<file path="src/rtl/disp7seg_scan.sv">
// disp7seg_scan: 4-digit multiplexed 7-segment scanner with frame-aligned capture and leading-zero blanking
module disp7seg_scan #(
  parameter bit SEG_ACTIVE_LOW = 1'b1,
  parameter bit AN_ACTIVE_LOW  = 1'b1
) (
  input  logic        clock,
  input  logic        reset,
  input  logic        clocken,
  input  logic        enable,
  input  logic        blank_lz,
  input  logic [15:0] data_in,
  input  logic [3:0]  dp_in,
  output logic [6:0]  seg,
  output logic        dp,
  output logic [3:0]  an,
  output logic        frame_start
);
  localparam logic [6:0] SEG_OFF = SEG_ACTIVE_LOW ? 7'h7F : 7'h00;
  localparam logic       DP_OFF  = SEG_ACTIVE_LOW;
  localparam logic [3:0] AN_OFF  = AN_ACTIVE_LOW ? 4'hF : 4'h0;
  localparam logic [6:0] HEX [16] = '{7'h40, 7'h79, 7'h24, 7'h30, 7'h19, 7'h12, 7'h02, 7'h78,
                                      7'h00, 7'h10, 7'h08, 7'h03, 7'h46, 7'h21, 7'h06, 7'h0E};
  logic [1:0]  idx_q, idx_d;
  logic [15:0] data_q, data_d;
  logic [3:0]  dps_q, dps_d;
  logic        blz_q, blz_d;
  logic [6:0]  seg_q, seg_d;
  logic        dp_q, dp_d;
  logic [3:0]  an_q, an_d;
  logic        fs_q, fs_d;
  logic        wrap, blank;
  logic [3:0]  nib, onehot;
  // next digit, frame-boundary shadow capture and decode of the digit about to be lit
  always_comb begin
    wrap   = clocken && (idx_q == 2'd3);
    idx_d  = clocken ? idx_q + 2'd1 : idx_q;
    data_d = wrap ? data_in : data_q;
    dps_d  = wrap ? dp_in : dps_q;
    blz_d  = wrap ? blank_lz : blz_q;
    nib    = data_d[{idx_d, 2'b00} +: 4];
    onehot = 4'b0001 << idx_d;
    blank  = blz_d && ((idx_d == 2'd3) ? (data_d[15:12] == 4'h0) :
                       (idx_d == 2'd2) ? (data_d[15:8] == 8'h00) :
                       (idx_d == 2'd1) ? (data_d[15:4] == 12'h000) : 1'b0);
    seg_d  = !clocken ? seg_q : blank ? SEG_OFF : (SEG_ACTIVE_LOW ? HEX[nib] : ~HEX[nib]);
    dp_d   = !clocken ? dp_q : (blank || !dps_d[idx_d]) ? DP_OFF : ~DP_OFF;
    an_d   = !clocken ? an_q : (blank || !enable) ? AN_OFF : (AN_ACTIVE_LOW ? ~onehot : onehot);
    fs_d   = wrap;
  end
  // state and output registers; reset leaves every pin dark
  always_ff @(posedge clock) begin
    if (!reset) begin
      idx_q  <= 2'd0;
      data_q <= 16'h0000;
      dps_q  <= 4'h0;
      blz_q  <= 1'b0;
      seg_q  <= SEG_OFF;
      dp_q   <= DP_OFF;
      an_q   <= AN_OFF;
      fs_q   <= 1'b0;
    end else begin
      idx_q  <= idx_d;
      data_q <= data_d;
      dps_q  <= dps_d;
      blz_q  <= blz_d;
      seg_q  <= seg_d;
      dp_q   <= dp_d;
      an_q   <= an_d;
      fs_q   <= fs_d;
    end
  end
  assign seg         = seg_q;
  assign dp          = dp_q;
  assign an          = an_q;
  assign frame_start = fs_q;
endmodule

</file>
<file path="config.mk">
export PLATFORM = sky130hd
export DESIGN_NAME = disp7seg_scan
export DESIGN_NICKNAME = d
export VERILOG_FILES = /design/src/rtl/disp7seg_scan.sv
export SDC_FILE = /design/constraint.sdc
export NUM_CORES = 1
export LEC_CHECK = 0
export CAP_MARGIN = 40
export CORE_MARGIN = 2
export CORE_UTILIZATION = 55
export CTS_CLUSTER_SIZE = 8
export DETAILED_ROUTE_END_ITERATION = 12
export PLACE_DENSITY = 0.84
export SYNTH_ARGS = -nofsm -noshare
export SYNTH_HDL_FRONTEND = slang
export SYNTH_SLANG_ARGS = --single-unit
</file>
<file path="constraint.sdc">
create_clock -name clock -period 5.95 [get_ports clock]
set_clock_uncertainty 0.1 [all_clocks]
set_input_delay 1.19 -clock clock [delete_from_list [all_inputs] [get_ports clock]]
set_output_delay 1.19 -clock clock [all_outputs]
set_load 0.02 [all_outputs]
</file>
==> results.sh, run 1 <==
export IMPL_synthMuxAreaShare_pct=9.74
export IMPL_cts_tree="built"
export IMPL_clock_path_buffers=2
export IMPL_wire_per_inst_um=16.3
export IMPL_final_cell_mix="clkdlybuf4s50_1, dfxtp_1, mux2i_1, o22ai_1, and3_1"
export IMPL_grt_pass1_vias=1643
export IMPL_yosys_cell_types_count=45
export IMPL_finalPower_mw=0.475
export IMPL_hold_path_class="reg -> reg"
export IMPL_dr_total_vias=1706
export IMPL_cts_hold_buf=0
export IMPL_pre_cts_ws_ps=1240
export IMPL_grt_overflow_total=0
export IMPL_setup_ws_ps=1540
export IMPL_final_area_um2=2410
export IMPL_finalCritPeriodShare_pct=74.1
export IMPL_final_common_cell="clkdlybuf4s50_1"
export IMPL_ios=38
export IMPL_maxCapViolations=0
export IMPL_ctsResizeCount=0
export IMPL_fillCellCount=252
export IMPL_dieArea_um2=4090
export IMPL_r2r_slack_ps=2280
export IMPL_synth_warnings=0
export IMPL_fin_crit_ps=4410
export IMPL_synth_top_family_by_area="compound AO/OA/AOI/OAI gates"
export IMPL_tns_ps=0
export IMPL_first_iter_violations=131
export IMPL_worst_slew_pin_slew_ps=928
export IMPL_cp_required_ps=6100
export IMPL_detail_route_antenna_nets=0
export IMPL_irDropWorstVdd_mv=0.121
export IMPL_start_util_pct=58.4
export IMPL_worst_setup_path_type="in -> reg"
export IMPL_routed_wl_um=4620
export IMPL_clk_pin_slew_worst_paths_ps=110
export IMPL_place_hpwl_um=3460
export IMPL_cts_root_buf="clkbuf_4"
export IMPL_cts_setup_buffers=0
export IMPL_core_area_um2=3390
export IMPL_powerDensity_nw_per_um2=197
export IMPL_cts_buffers=5
export IMPL_slew_headroom_pct=37.9
export IMPL_syn_avg_cell_area_um2=9.79
export IMPL_rows=21
export IMPL_antenna_found_initial=0
export IMPL_synth_xor_area_share_pct=0.443
export IMPL_start_kind="input pin"
export IMPL_synth_seq_area_share_pct=36.4
export IMPL_drive_gt1_share_pct=9.70
export IMPL_synthesis_area_um2=1980
export IMPL_worstPathArrival_ps=4560
export IMPL_cts_max_level=2
export IMPL_synthToLayoutAreaGrowth_pct=22.0
export IMPL_hold_viol=0
export IMPL_synthAdderAreaFrac_pct=4.43
export IMPL_grt_usage_pct=24.3
export IMPL_crit_path_end_kind="flip-flop"
export IMPL_leakage_nw=0.993
export IMPL_final_nets=268
export IMPL_place_area_um2=2360
export IMPL_clock_latency_ps=360
export IMPL_antennaDiodeCount=0
export IMPL_ys_ff_latch=36
export IMPL_grt_pass1_wl_um=7590
export IMPL_slew_viol_final=0
export IMPL_vias_per_cell=6.03
export IMPL_die_w_um=64.0
export IMPL_rsz0062_at_grt="no"
export IMPL_placed_cells=275
export IMPL_gp_congestion=0.865
export IMPL_portBuffers=37
export IMPL_status="complete, no violations"
export IMPL_grt_start_max_net_pins=32
export IMPL_firstDrtPassIters=4
export IMPL_synthSimpleGateAreaFrac_pct=19.7
export IMPL_max_freq_mhz=227
export IMPL_path_max_fanout=31
export IMPL_drc_errors=0
export IMPL_synth_fp_nets=234
export IMPL_setup_viol=0
export IMPL_die_h_um=64.0
export IMPL_synth_compound_area_share_pct=24.7
export IMPL_instances_no_fill=283
export IMPL_clock_sinks=36
export IMPL_netlist_instances=202
==> synthesized netlist by cell type, drive strengths merged <==
| cell | number | area (um2) |
|---|---|---|
| or4 | 4 | 30.0 |
| and3b | 3 | 30.0 |
| nand2b | 1 | 6.26 |
| ha | 7 | 87.6 |
| o21a | 13 | 97.6 |
| mux2i | 17 | 170 |
| nand3b | 1 | 7.51 |
| o32a | 2 | 20.0 |
| nor2 | 5 | 26.3 |
| o31ai | 1 | 7.51 |
| nor3b | 3 | 32.5 |
| nor3 | 2 | 15.0 |
| o21ai | 2 | 10.0 |
| mux2 | 2 | 22.5 |
| nand3 | 1 | 5.00 |
| a2bb2oi | 1 | 15.0 |
| inv | 5 | 18.8 |
| a211o | 1 | 8.76 |
| o2111ai | 2 | 30.0 |
| nand2 | 9 | 36.3 |
| a211oi | 2 | 15.0 |
| nor2b | 9 | 56.3 |
| o22a | 5 | 43.8 |
| clkbuf | 5 | 18.8 |
| o22ai | 17 | 106 |
| o32ai | 3 | 26.3 |
| and3 | 15 | 98.8 |
| o2111a | 2 | 23.8 |
| xor2 | 1 | 8.76 |
| nand4b | 1 | 8.76 |
| and2 | 6 | 37.5 |
| buf | 7 | 52.5 |
| dfxtp | 36 | 721 |
| o2bb2ai | 1 | 8.76 |
| a21boi | 10 | 75.1 |
==> layout make-up <==
type                    count  area, um2  area share (%)
inverters                   5       18.8           0.778
flip-flops and latches     36        721            29.9
well taps                  46       57.6            2.38
repair buffers             39        393            16.3
clock buffers               5       37.5            1.56
clock inverters             3       18.8           0.778
multi-input cells         149       1170            48.4
==> state kept, by name, indices dropped and copies added, names as in the netlist <==
signal       cells
an               4
blz_q            1
data_q          16
dp               1
dps_q            4
frame_start      1
idx_q            2
seg              7
==> metal layers <==
metal	track usage [%]	share of wire [%]	vias to the layer above
met5	0	0	-
met4	11.1	2.3	0
met3	6.34	6.8	9
met2	39.8	48	56
met1	29.6	43	810
li1	-	-	831
==> where the power goes <==
part	internal [mW]	total, mW	switching, mW
clock network	0.0453	0.133	0.0879
logic	0.0434	0.0876	0.0442
registers	0.249	0.255	0.00613
total	0.337	0.475	0.138
==> worst max-delay path, stage by stage <==
cell and delay (ps):
clkdlybuf4s50_1 1080, nand2_2 430, and2_1 310, o22ai_1 120, o2111a_1 300, inv_1 130, ha_1 250, mux2_2 270
and2_0 150, o32a_1 320
==> kinds of logic after synthesis <==
kind of cell / count (synthesis)
AOI/OAI and AO/OA: 62
xor gates and xnor gates: 1
adders and majority gates: 7
buffers and inverters: 17
DFF: 36
muxes: 19
and+or+nand+nor: 60
==> path summary, 6_finish.rpt <==
path,startpoint,depth (start not counted),end
worst max-delay path,clocken,10,seg[6]
worst min-delay path,seg[5],1,seg[5]
worst max register to register,idx_q[0],10,seg[6]
worst min register to register,seg[5],1,seg[5]
==> through the flow <==
stage / util (%) / hold slack, ps
floorplan: - / 352
global placement: 69.1 / 346
detailed placement: 69.5 / 355
CTS: 71.2 / 382
global route: 71.2 / 412
finish: 71.2 / 382
No activity file was read; power rests on OpenSTA's default activity.
==> inputs of run 2 (changes only) <==
--- a/config.mk
+++ b/config.mk
@@ -7,10 +7,10 @@
 export LEC_CHECK = 0
 export CAP_MARGIN = 40
 export CORE_MARGIN = 2
-export CORE_UTILIZATION = 55
+export CORE_UTILIZATION = 46
 export CTS_CLUSTER_SIZE = 8
 export DETAILED_ROUTE_END_ITERATION = 12
-export PLACE_DENSITY = 0.84
+export PLACE_DENSITY = 0.75
 export SYNTH_ARGS = -nofsm -noshare
 export SYNTH_HDL_FRONTEND = slang
 export SYNTH_SLANG_ARGS = --single-unit
==> constraint.sdc (replaced) <==
create_clock -name clock -period 4 [get_ports clock]
set_clock_uncertainty 0.1 [all_clocks]
set_input_delay 0.8 -clock clock [delete_from_list [all_inputs] [get_ports clock]]
set_output_delay 0.8 -clock clock [all_outputs]
set_load 0.02 [all_outputs]
==> results.sh, run 2 (synthesis results as in run 1) <==
export IMPL_cts_hold_buf=0
export IMPL_placed_cells=282
export IMPL_grt_pass1_wl_um=7660
export IMPL_cp_required_ps=4080
export IMPL_gp_congestion=0.884
export IMPL_slew_viol_final=0
export IMPL_setup_viol=0
export IMPL_drive_gt1_share_pct=10.8
export IMPL_core_area_um2=4060
export IMPL_dieArea_um2=4840
export IMPL_clk_pin_slew_worst_paths_ps=70
export IMPL_rsz0062_at_grt="no"
export IMPL_final_nets=271
export IMPL_largest_reg_flops=16
export IMPL_start_util_pct=48.8
export IMPL_max_freq_mhz=302
export IMPL_fin_crit_ps=3320
export IMPL_irDropWorstVdd_mv=0.210
export IMPL_die_h_um=69.6
export IMPL_instances_no_fill=290
export IMPL_drc_errors=0
export IMPL_final_common_cell="clkdlybuf4s50_1"
export IMPL_status="complete, no violations"
export IMPL_powerDensity_nw_per_um2=342
export IMPL_ios=38
export IMPL_final_cell_mix="clkdlybuf4s50_1, dfxtp_1, mux2i_1, o22ai_1, and3_1"
export IMPL_cts_root_buf="clkbuf_8"
export IMPL_cts_tree="built"
export IMPL_routed_wl_um=4510
export IMPL_hold_viol=0
export IMPL_clock_latency_ps=290
export IMPL_firstDrtPassIters=4
export IMPL_place_hpwl_um=3220
export IMPL_grt_start_max_net_pins=45
export IMPL_slew_headroom_pct=59.4
export IMPL_portBuffers=37
export IMPL_startpoint="clocken"
export IMPL_maxCapViolations=0
export IMPL_slowest_delay_ps=500
export IMPL_fillCellCount=337
export IMPL_crit_chain="clkdlybuf4s50_1 > buf_12 > nand2_2 > and2_1 > o22ai_1 > o2111a_1 > inv_1 > ha_1 > mux2_2 > and2_0 > o32a_1"
export IMPL_worstPathArrival_ps=3400
export IMPL_die_w_um=69.6
export IMPL_start_kind="input pin"
export IMPL_antenna_found_initial=0
export IMPL_cts_buffers=5
export IMPL_crit_path_end_kind="flip-flop"
export IMPL_grt_usage_pct=19.6
export IMPL_clock_sinks=36
export IMPL_grt_overflow_total=0
export IMPL_cts_setup_buffers=0
export IMPL_critPathBufInv=3
export IMPL_rows=23
export IMPL_regMostFlops="data_q"
export IMPL_leakage_nw=1.04
export IMPL_cts_max_level=2
export IMPL_cp_top_family="buffers and inverters"
export IMPL_grt_pass1_vias=1624
export IMPL_detail_route_antenna_nets=0
export IMPL_worst_setup_path_type="in -> reg"
export IMPL_antennaDiodeCount=0
export IMPL_finalCritPeriodShare_pct=82.9
export IMPL_ctsResizeCount=0
export IMPL_tns_ps=0
export IMPL_hold_start="seg[5]"
export IMPL_hold_path_class="reg -> reg"
export IMPL_path_max_fanout=44
export IMPL_worst_slew_pin_slew_ps=607
export IMPL_dr_total_vias=1676
export IMPL_vias_per_cell=5.78
export IMPL_crit_slowest_cell="clkdlybuf4s50_1"
export IMPL_clock_path_buffers=2
export IMPL_synthToLayoutAreaGrowth_pct=27.2
export IMPL_r2r_start="idx_q[0]"
export IMPL_wire_per_inst_um=15.6
export IMPL_first_iter_violations=69
==> run 2: cell types whose count changed in the layout (fill, tap and decap cells not counted) <==
| cell | change |
|---|---|
| bufinv_16 | +1 |
| clkinv_2 | -2 |
| buf_12 | +1 |
| buf_8 | -1 |
| clkinv_4 | -1 |
| clkbuf_4 | -5 |
| buf_4 | +3 |
| clkbuf_8 | +7 |
==> run 2: routing by layer <==
metal	share of wire (%)	wire [um]	track usage, %	vias up
met5	0	0	0	-
met4	2.6	117	9.59	0
met3	5.6	251	4.07	13
met2	46	2060	31.1	43
met1	46	2080	25.2	783
li1	-	-	-	837
==> run 2: power by group <==
| group | switching [mW] | internal [mW] |
|---|---|---|
| Clock | 0.132 | 0.220 |
| Combinational | 0.0646 | 0.0658 |
| Sequential | 0.00915 | 0.370 |
| Total | 0.206 | 0.655 |
==> run 2: stage by stage <==
stage | power [mW] | utilization, % | hold slack, ps | cell area, um2 | setup WS, ps
2_1_floorplan | 0.461 | - | 352 | 1980 | 1210
3_3_place_gp | 0.516 | 58.9 | 355 | 2390 | 426
3_5_place_dp | 0.516 | 58.9 | 362 | 2390 | 385
4_1_cts | 0.865 | 62.0 | 379 | 2520 | 700
5_1_grt | 0.884 | 62.0 | 406 | 2520 | 537
6_report | 0.861 | 62.0 | 375 | 2520 | 684
==> run 2: cell type report <==
type | instances | area (um2) | share of cell area [%]
multi-input cells | 149 | 1170 | 46.4
flip-flops and latches | 36 | 721 | 28.6
repair buffers | 42 | 420 | 16.7
clock buffers | 7 | 96.3 | 3.83
well taps | 50 | 62.6 | 2.49
clock inverters | 1 | 30.0 | 1.19
inverters | 5 | 18.8 | 0.746
==> run 2: path summary, 6_finish.rpt <==
kind | to | slack, ps | cells after the start
hold reg to reg | seg[5] | 370 | 1
setup reg to reg | seg[6] | 810 | 11
hold / removal | seg[5] | 370 | 1
setup / recovery | seg[6] | 680 | 11
